--- config.mk ---
export PLATFORM = sky130hd
export DESIGN_NAME = bcd_countdown_timer
export DESIGN_NICKNAME = d
export VERILOG_FILES = /design/src/rtl/countdown_pkg.sv /design/src/rtl/bcd_countdown_timer_tick_prescaler.sv /design/src/rtl/bcd_countdown_timer.sv
export SDC_FILE = /design/constraint.sdc
export NUM_CORES = 1
export LEC_CHECK = 0
export CELL_PAD_IN_SITES_DETAIL_PLACEMENT = 1
export CELL_PAD_IN_SITES_GLOBAL_PLACEMENT = 1
export CORE_UTILIZATION = 42
export CTS_CLUSTER_DIAMETER = 120
export CTS_CLUSTER_SIZE = 24
export DETAILED_ROUTE_END_ITERATION = 6
export PLACE_DENSITY = 0.95
export SLEW_MARGIN = 15
export SYNTH_ARGS = -nofsm -noshare
export SYNTH_HDL_FRONTEND = slang
export SYNTH_SLANG_ARGS = --single-unit
--- constraint.sdc ---
create_clock -name clk -period 6.1 [get_ports clk]
set_clock_uncertainty 0.15 [all_clocks]
set_input_delay 1.525 -clock clk [delete_from_list [all_inputs] [get_ports clk]]
set_output_delay 1.525 -clock clk [all_outputs]
set_load 0.1 [all_outputs]
--- src/rtl/countdown_pkg.sv ---
// -----------------------------------------------------------------------------
// countdown_pkg
// Shared definitions for the MM:SS countdown timer and the up-count time
// tracker: the timer state encoding, BCD digit limits, the default power-up
// time, the digit field positions inside a packed 16-bit MM:SS word, and two
// helpers (BCD time validation and a single-second BCD decrement).
//
// Packed time layout: [15:12] min tens, [11:8] min units,
//                     [7:4]   sec tens, [3:0]  sec units.
// -----------------------------------------------------------------------------
package countdown_pkg;

    typedef enum logic [1:0] {
        IDLE    = 2'd0,
        RUN     = 2'd1,
        PAUSED  = 2'd2,
        EXPIRED = 2'd3
    } state_t;

    localparam logic [3:0]  DIGIT_MAX          = 4'd9;
    localparam logic [3:0]  SEC_TENS_MAX       = 4'd5;
    localparam logic [15:0] DEFAULT_RESET_TIME = 16'h0500;

    localparam int DIGIT_W       = 4;
    localparam int SEC_UNITS_LSB = 0;
    localparam int SEC_TENS_LSB  = 4;
    localparam int MIN_UNITS_LSB = 8;
    localparam int MIN_TENS_LSB  = 12;

    // True when every digit is decimal and the seconds field is below 60.
    function automatic logic bcd_time_valid(input logic [15:0] t);
        return (t[MIN_TENS_LSB  +: DIGIT_W] <= DIGIT_MAX)    &&
               (t[MIN_UNITS_LSB +: DIGIT_W] <= DIGIT_MAX)    &&
               (t[SEC_TENS_LSB  +: DIGIT_W] <= SEC_TENS_MAX) &&
               (t[SEC_UNITS_LSB +: DIGIT_W] <= DIGIT_MAX);
    endfunction

    // One-second decrement with a ripple borrow from sec units up to min
    // tens. Callers must never pass 00:00; the min tens digit would wrap.
    function automatic logic [15:0] bcd_time_dec(input logic [15:0] t);
        logic [15:0] r;
        r = t;
        if (t[SEC_UNITS_LSB +: DIGIT_W] != 4'd0) begin
            r[SEC_UNITS_LSB +: DIGIT_W] = t[SEC_UNITS_LSB +: DIGIT_W] - 4'd1;
        end else begin
            r[SEC_UNITS_LSB +: DIGIT_W] = DIGIT_MAX;
            if (t[SEC_TENS_LSB +: DIGIT_W] != 4'd0) begin
                r[SEC_TENS_LSB +: DIGIT_W] = t[SEC_TENS_LSB +: DIGIT_W] - 4'd1;
            end else begin
                r[SEC_TENS_LSB +: DIGIT_W] = SEC_TENS_MAX;
                if (t[MIN_UNITS_LSB +: DIGIT_W] != 4'd0) begin
                    r[MIN_UNITS_LSB +: DIGIT_W] = t[MIN_UNITS_LSB +: DIGIT_W] - 4'd1;
                end else begin
                    r[MIN_UNITS_LSB +: DIGIT_W] = DIGIT_MAX;
                    r[MIN_TENS_LSB  +: DIGIT_W] = t[MIN_TENS_LSB +: DIGIT_W] - 4'd1;
                end
            end
        end
        return r;
    endfunction

endpackage

--- src/rtl/bcd_countdown_timer_tick_prescaler.sv ---
// -----------------------------------------------------------------------------
// tick_prescaler
// Divides clk down to a one-cycle strobe every TICK_DIV enabled cycles.
// The counter advances only while en is high and holds its value otherwise,
// so a paused user of the strobe resumes mid-period. clear forces the count
// back to zero and wins over en.
//
// Parameters: TICK_DIV - enabled clk cycles per tick (>= 2)
// Ports:
//   clk   in  system clock
//   rst   in  synchronous active-high reset (count -> 0)
//   en    in  advance the count this cycle
//   clear in  restart the period from zero
//   tick  out high in the enabled cycle where the count wraps
// -----------------------------------------------------------------------------
module tick_prescaler #(
    parameter int TICK_DIV = 100000000
) (
    input  logic clk,
    input  logic rst,
    input  logic en,
    input  logic clear,
    output logic tick
);

    localparam int                CNT_W   = $clog2(TICK_DIV);
    localparam logic [CNT_W-1:0] CNT_MAX = CNT_W'(TICK_DIV - 1);

    logic [CNT_W-1:0] count_q;
    logic [CNT_W-1:0] count_d;

    // The tick is combinational so the consumer acts in the same cycle the
    // count wraps.
    always_comb begin
        tick    = en && (count_q == CNT_MAX);
        count_d = count_q;
        if (clear) begin
            count_d = '0;
        end else if (en) begin
            if (tick) begin
                count_d = '0;
            end else begin
                count_d = count_q + 1'b1;
            end
        end
    end

    always_ff @(posedge clk) begin
        if (rst) begin
            count_q <= '0;
        end else begin
            count_q <= count_d;
        end
    end

endmodule

--- src/rtl/bcd_countdown_timer.sv ---
// -----------------------------------------------------------------------------
// bcd_countdown_timer
// Counts a packed BCD MM:SS value down to 00:00 at one step per second.
// A valid load parks the timer in IDLE with the new value; start runs it,
// pause holds it, and reaching 00:00 latches EXPIRED until the next load.
//
// Optional feature macro: LAST_MINUTE_WARN_EN (warn output under one minute
// remaining while RUN/PAUSED; tied low when the macro is undefined).
//
// Parameters:
//   TICK_DIV   - clk cycles per one-second decrement (>= 2)
//   RESET_TIME - BCD time shown after reset
// Ports:
//   clk        in   system clock
//   rst        in   synchronous active-high reset
//   load       in   strobe: capture load_value
//   load_value in   BCD MM:SS to load
//   start      in   strobe: begin or resume counting
//   pause      in   strobe: suspend counting
//   time_bcd   out  remaining time, BCD MM:SS
//   running    out  high while counting
//   expired    out  one-cycle pulse when 00:00 is first shown
//   done       out  high while holding at 00:00 after expiry
//   load_err   out  one-cycle pulse after a rejected load
//   warn       out  last-minute warning
// -----------------------------------------------------------------------------
module bcd_countdown_timer
    import countdown_pkg::*;
#(
    parameter int          TICK_DIV   = 100000000,
    parameter logic [15:0] RESET_TIME = DEFAULT_RESET_TIME
) (
    input  logic        clk,
    input  logic        rst,
    input  logic        load,
    input  logic [15:0] load_value,
    input  logic        start,
    input  logic        pause,
    output logic [15:0] time_bcd,
    output logic        running,
    output logic        expired,
    output logic        done,
    output logic        load_err,
    output logic        warn
);

    state_t      state_q;
    state_t      state_d;
    logic [15:0] time_q;
    logic [15:0] time_d;
    logic        expired_q;
    logic        expired_d;
    logic        load_err_q;
    logic        load_err_d;

    logic        load_ok;
    logic        presc_en;
    logic        presc_clear;
    logic        tick;
    logic [15:0] time_dec;

    assign load_ok  = bcd_time_valid(load_value);
    assign time_dec = bcd_time_dec(time_q);

    // Any load strobe owns the cycle: the prescaler does not advance, so a
    // tick landing on a load (valid or rejected) is dropped rather than
    // deferred. A valid load also restarts the one-second period.
    assign presc_en    = (state_q == RUN) && !load;
    assign presc_clear = load && load_ok;

    tick_prescaler #(
        .TICK_DIV (TICK_DIV)
    ) u_tick_prescaler (
        .clk   (clk),
        .rst   (rst),
        .en    (presc_en),
        .clear (presc_clear),
        .tick  (tick)
    );

    // Next-state logic. Ticks only occur in RUN, and RUN is never entered
    // with 00:00, so the decrement never underflows. When the decrement
    // lands on 00:00 expiry takes precedence over a simultaneous pause.
    always_comb begin
        state_d    = state_q;
        time_d     = time_q;
        expired_d  = 1'b0;
        load_err_d = 1'b0;

        if (load) begin
            if (load_ok) begin
                time_d  = load_value;
                state_d = IDLE;
            end else begin
                load_err_d = 1'b1;
            end
        end else if (tick) begin
            time_d = time_dec;
            if (time_dec == 16'h0000) begin
                state_d   = EXPIRED;
                expired_d = 1'b1;
            end else if (pause) begin
                state_d = PAUSED;
            end
        end else if (pause && (state_q == RUN)) begin
            state_d = PAUSED;
        end else if (start) begin
            if ((state_q == IDLE) && (time_q != 16'h0000)) begin
                state_d = RUN;
            end else if (state_q == PAUSED) begin
                state_d = RUN;
            end
        end
    end

    always_ff @(posedge clk) begin
        if (rst) begin
            state_q    <= IDLE;
            time_q     <= RESET_TIME;
            expired_q  <= 1'b0;
            load_err_q <= 1'b0;
        end else begin
            state_q    <= state_d;
            time_q     <= time_d;
            expired_q  <= expired_d;
            load_err_q <= load_err_d;
        end
    end

    assign time_bcd = time_q;
    assign running  = (state_q == RUN);
    assign done     = (state_q == EXPIRED);
    assign expired  = expired_q;
    assign load_err = load_err_q;

`ifdef LAST_MINUTE_WARN_EN
    logic warn_q;
    logic warn_d;

    // Computed from the next state and time so the flag lines up with the
    // time_bcd value it describes.
    always_comb begin
        warn_d = ((state_d == RUN) || (state_d == PAUSED)) &&
                 (time_d[MIN_TENS_LSB +: 2*DIGIT_W] == 8'h00);
    end

    always_ff @(posedge clk) begin
        if (rst) begin
            warn_q <= 1'b0;
        end else begin
            warn_q <= warn_d;
        end
    end

    assign warn = warn_q;
`else
    assign warn = 1'b0;
`endif

endmodule

==> flow_metrics.env <==
export IMPL_gr_total_overflow=0
export IMPL_wirelength_mm=7.321
export IMPL_clkTransAtPathRegs_ns=0.09
export IMPL_status="finished clean"
export IMPL_r2r_start="u_tick_prescaler.count_q[3]$_SDFFE_PP0P_"
export IMPL_setup_viol=0
export IMPL_worst_setup_path_end_kind="flip-flop"
export IMPL_synth_flop_cell="dfxtp_1"
export IMPL_drive_gt1_share_pct=6.818
export IMPL_swShare_pct=27.89
export IMPL_m1WireLength_mm=3.313
export IMPL_cp_startpoint="load"
export IMPL_cts_resized_gates=0
export IMPL_internal_power_mw=0.4652
export IMPL_synthArstFlopShare_pct=0
export IMPL_grt_pass1_vias=2518
export IMPL_avgSynthCellArea_um2=8.023
export IMPL_ir_drop_mv=0.09449
export IMPL_ioPinCount=42
export IMPL_combPwrFrac_pct=13.4
export IMPL_synth_area_mm2=0.002551
export IMPL_die_area_mm2=0.006390
export IMPL_grt_antenna_before_repair=0
export IMPL_crit_chain="clkdlybuf4s50_1 -> buf_4 -> and4bb_2 -> nand4_1 -> or3_4 -> nand2b_1 -> o21ai_0 -> a221oi_1"
export IMPL_synth_nets=342
export IMPL_die_h_um=79.94
export IMPL_cts_tree="yes"
export IMPL_num_vias=2401
export IMPL_post_cts_setup_buffer_count=0
export IMPL_layout_cells_non_filler=427
export IMPL_synth_edff_count=0
export IMPL_cp_required_ns=6.15
export IMPL_power_share_sequential_pct=48.8
export IMPL_wl_per_cell_um=17.15
export IMPL_tightest_slew_ns=0.9824
export IMPL_finalHoldViolCount=0
export IMPL_yosys_warnings=0
export IMPL_period_minus_slack_ns=4.074
export IMPL_io_buffers=40
export IMPL_route_met2_wl_mm=3.685
export IMPL_power_frac_clock_pct=37.8
export IMPL_slowest_delay_ns=0.51
export IMPL_critPathLaunchType="input pin"
export IMPL_rsz0062_at_grt="no"
export IMPL_critical_path_class="input pin to flip-flop"
export IMPL_arrival_ns=4.13
export IMPL_synth_area_top_cells="dfxtp_1, xor2_1, nor2_1"
export IMPL_hpwl_mm=5.060
export IMPL_wl_met3_um=238
export IMPL_via_per_inst=5.623
export IMPL_ctsLongestPathBuffers=2
export IMPL_synth_top_cell_area_share_pct=36.88
export IMPL_leakage_nw=1.083
export IMPL_grt_first_pass_wirelength_mm=12.33
export IMPL_fmax_mhz=245.5
export IMPL_synthCells=318
export IMPL_start_util_pct=43.35
export IMPL_power_switching_mw=0.1799
export IMPL_final_nets=375
export IMPL_fin_setup_tns_ns=0
export IMPL_cts_sinks=47
export IMPL_synth_common_cells="dfxtp_1, nor2_1, nand2_1"
export IMPL_drv_cap=0
export IMPL_clockRootBuffer="clkbuf_8"
export IMPL_fp_row_count=28
export IMPL_yosysUniqueCellTypes=49
export IMPL_drv_slew=0
export IMPL_seq_area_frac_synth_pct=36.88
export IMPL_relSlewSlack_pct=34.30
export IMPL_track_usage_pct=24.88
export IMPL_post_synth_top_area_cell="dfxtp_1"
export IMPL_gp_congestion=0.8295
export IMPL_firstDrtPassIters=4
export IMPL_hold_buffers=0
export IMPL_grt_max_degree=29
export IMPL_pwr_density_cell_mw_per_mm2=208.1
export IMPL_clk_latency_ns=0.32
export IMPL_place_inst=419
export IMPL_ant_nets=0
export IMPL_hold_path_class="flip-flop to flip-flop"
export IMPL_top_layer="met4"
export IMPL_power_mw=0.6451
export IMPL_coreArea_mm2=0.005886
export IMPL_finish_utilization_pct=52.68
export IMPL_cts_buffers=5
export IMPL_drc_errors=0
export IMPL_drt_iter0_markers=106
export IMPL_synth_seq_cells=47
export IMPL_min_delay_start="u_tick_prescaler.count_q[21]$_SDFFE_PP0P_"
export IMPL_num_antenna_cells=0
export IMPL_die_x_um=79.94
export IMPL_slowest_stage="or3_4"
export IMPL_synth_most_common_cell="dfxtp_1"
export IMPL_post_route_period_util_pct=66.78
export IMPL_areaGrowthSynthToFinish_pct=21.53
export IMPL_cts_max_level=2
export IMPL_cp_max_fo=28
through the flow:
stage,instance area (µm²),hold WS (ns),worst slack [ns]
2_1_floorplan,2551,0.3212,2.697
3_3_place_gp,2984,0.3355,1.846
3_5_place_dp,2984,0.3620,1.748
4_1_cts,3100,0.3876,2.050
5_1_grt,3100,0.4260,1.834
6_report,3100,0.3792,2.026
cell families after synthesis:
family | synth area share, %
simple gates | 33.64
mux | 2.011
xor+xnor | 9.613
buf+inv | 3.580
flops | 36.88
fa+ha+maj | 1.471
other cells | 0.1470
compound gates | 12.65
cells in the final DEF, fill, tap and decap left out, types with 5 or more instances in the layout:
cell / instances
clkdlybuf4s50_1: 40
a21oi_1: 19
xnor2_1: 8
o21ai_0: 21
nor3_1: 7
inv_1: 6
xor2_1: 20
nor3b_1: 6
clkbuf_8: 5
nand2_1: 38
dfxtp_1: 47
nand4_1: 11
nand3_1: 14
nor2_1: 44
worst paths after layout:
kind,end,slack [ns],cells after the start
max,time_bcd[2]$_SDFFE_PP0P_,2.03,8
min,u_tick_prescaler.count_q[21]$_SDFFE_PP0P_,0.38,2
max reg2reg,time_bcd[2]$_SDFFE_PP0P_,3.50,6
min reg2reg,u_tick_prescaler.count_q[21]$_SDFFE_PP0P_,0.38,2
power groups by stage:
stage | sequential, mW | combinational [mW] | clock [mW]
finish | 0.315 | 0.0868 | 0.244
global route | 0.315 | 0.0922 | 0.257
CTS | 0.315 | 0.0865 | 0.246
detailed placement | 0.322 | 0.0855 | 0
global placement | 0.321 | 0.0839 | 0
floorplan | 0.337 | 0.0412 | 0
cell type report:
type | count | area [µm²]
repair buffers | 41 | 407.9
well taps | 75 | 93.84
multi-input cells | 250 | 1519
fillers | 714 | 2785
flip-flops and latches | 47 | 940.9
clock buffers | 5 | 68.82
clock inverters | 3 | 47.55
inverters | 6 | 22.52
flip-flops by register name, indices dropped and copies added, names as in the netlist:
register	flops
expired	1
load_err	1
time_bcd	16
state_q	2
u_tick_prescaler.count_q	27
per-layer routing:
metal  track usage, %  vias to the layer above
li1                 -                     1171
met1            32.17                     1173
met2            42.74                       48
met3            3.543                        9
met4            7.143                        0
met5                0                        -
critical path, delay by kind of cell:
| kind | cells | cell delay [ns] |
|---|---|---|
| buf+inv | 2 | 0.62 |
| simple gates | 4 | 1.48 |
| compound gates | 2 | 0.48 |
Power figures use the tool's default switching activity.
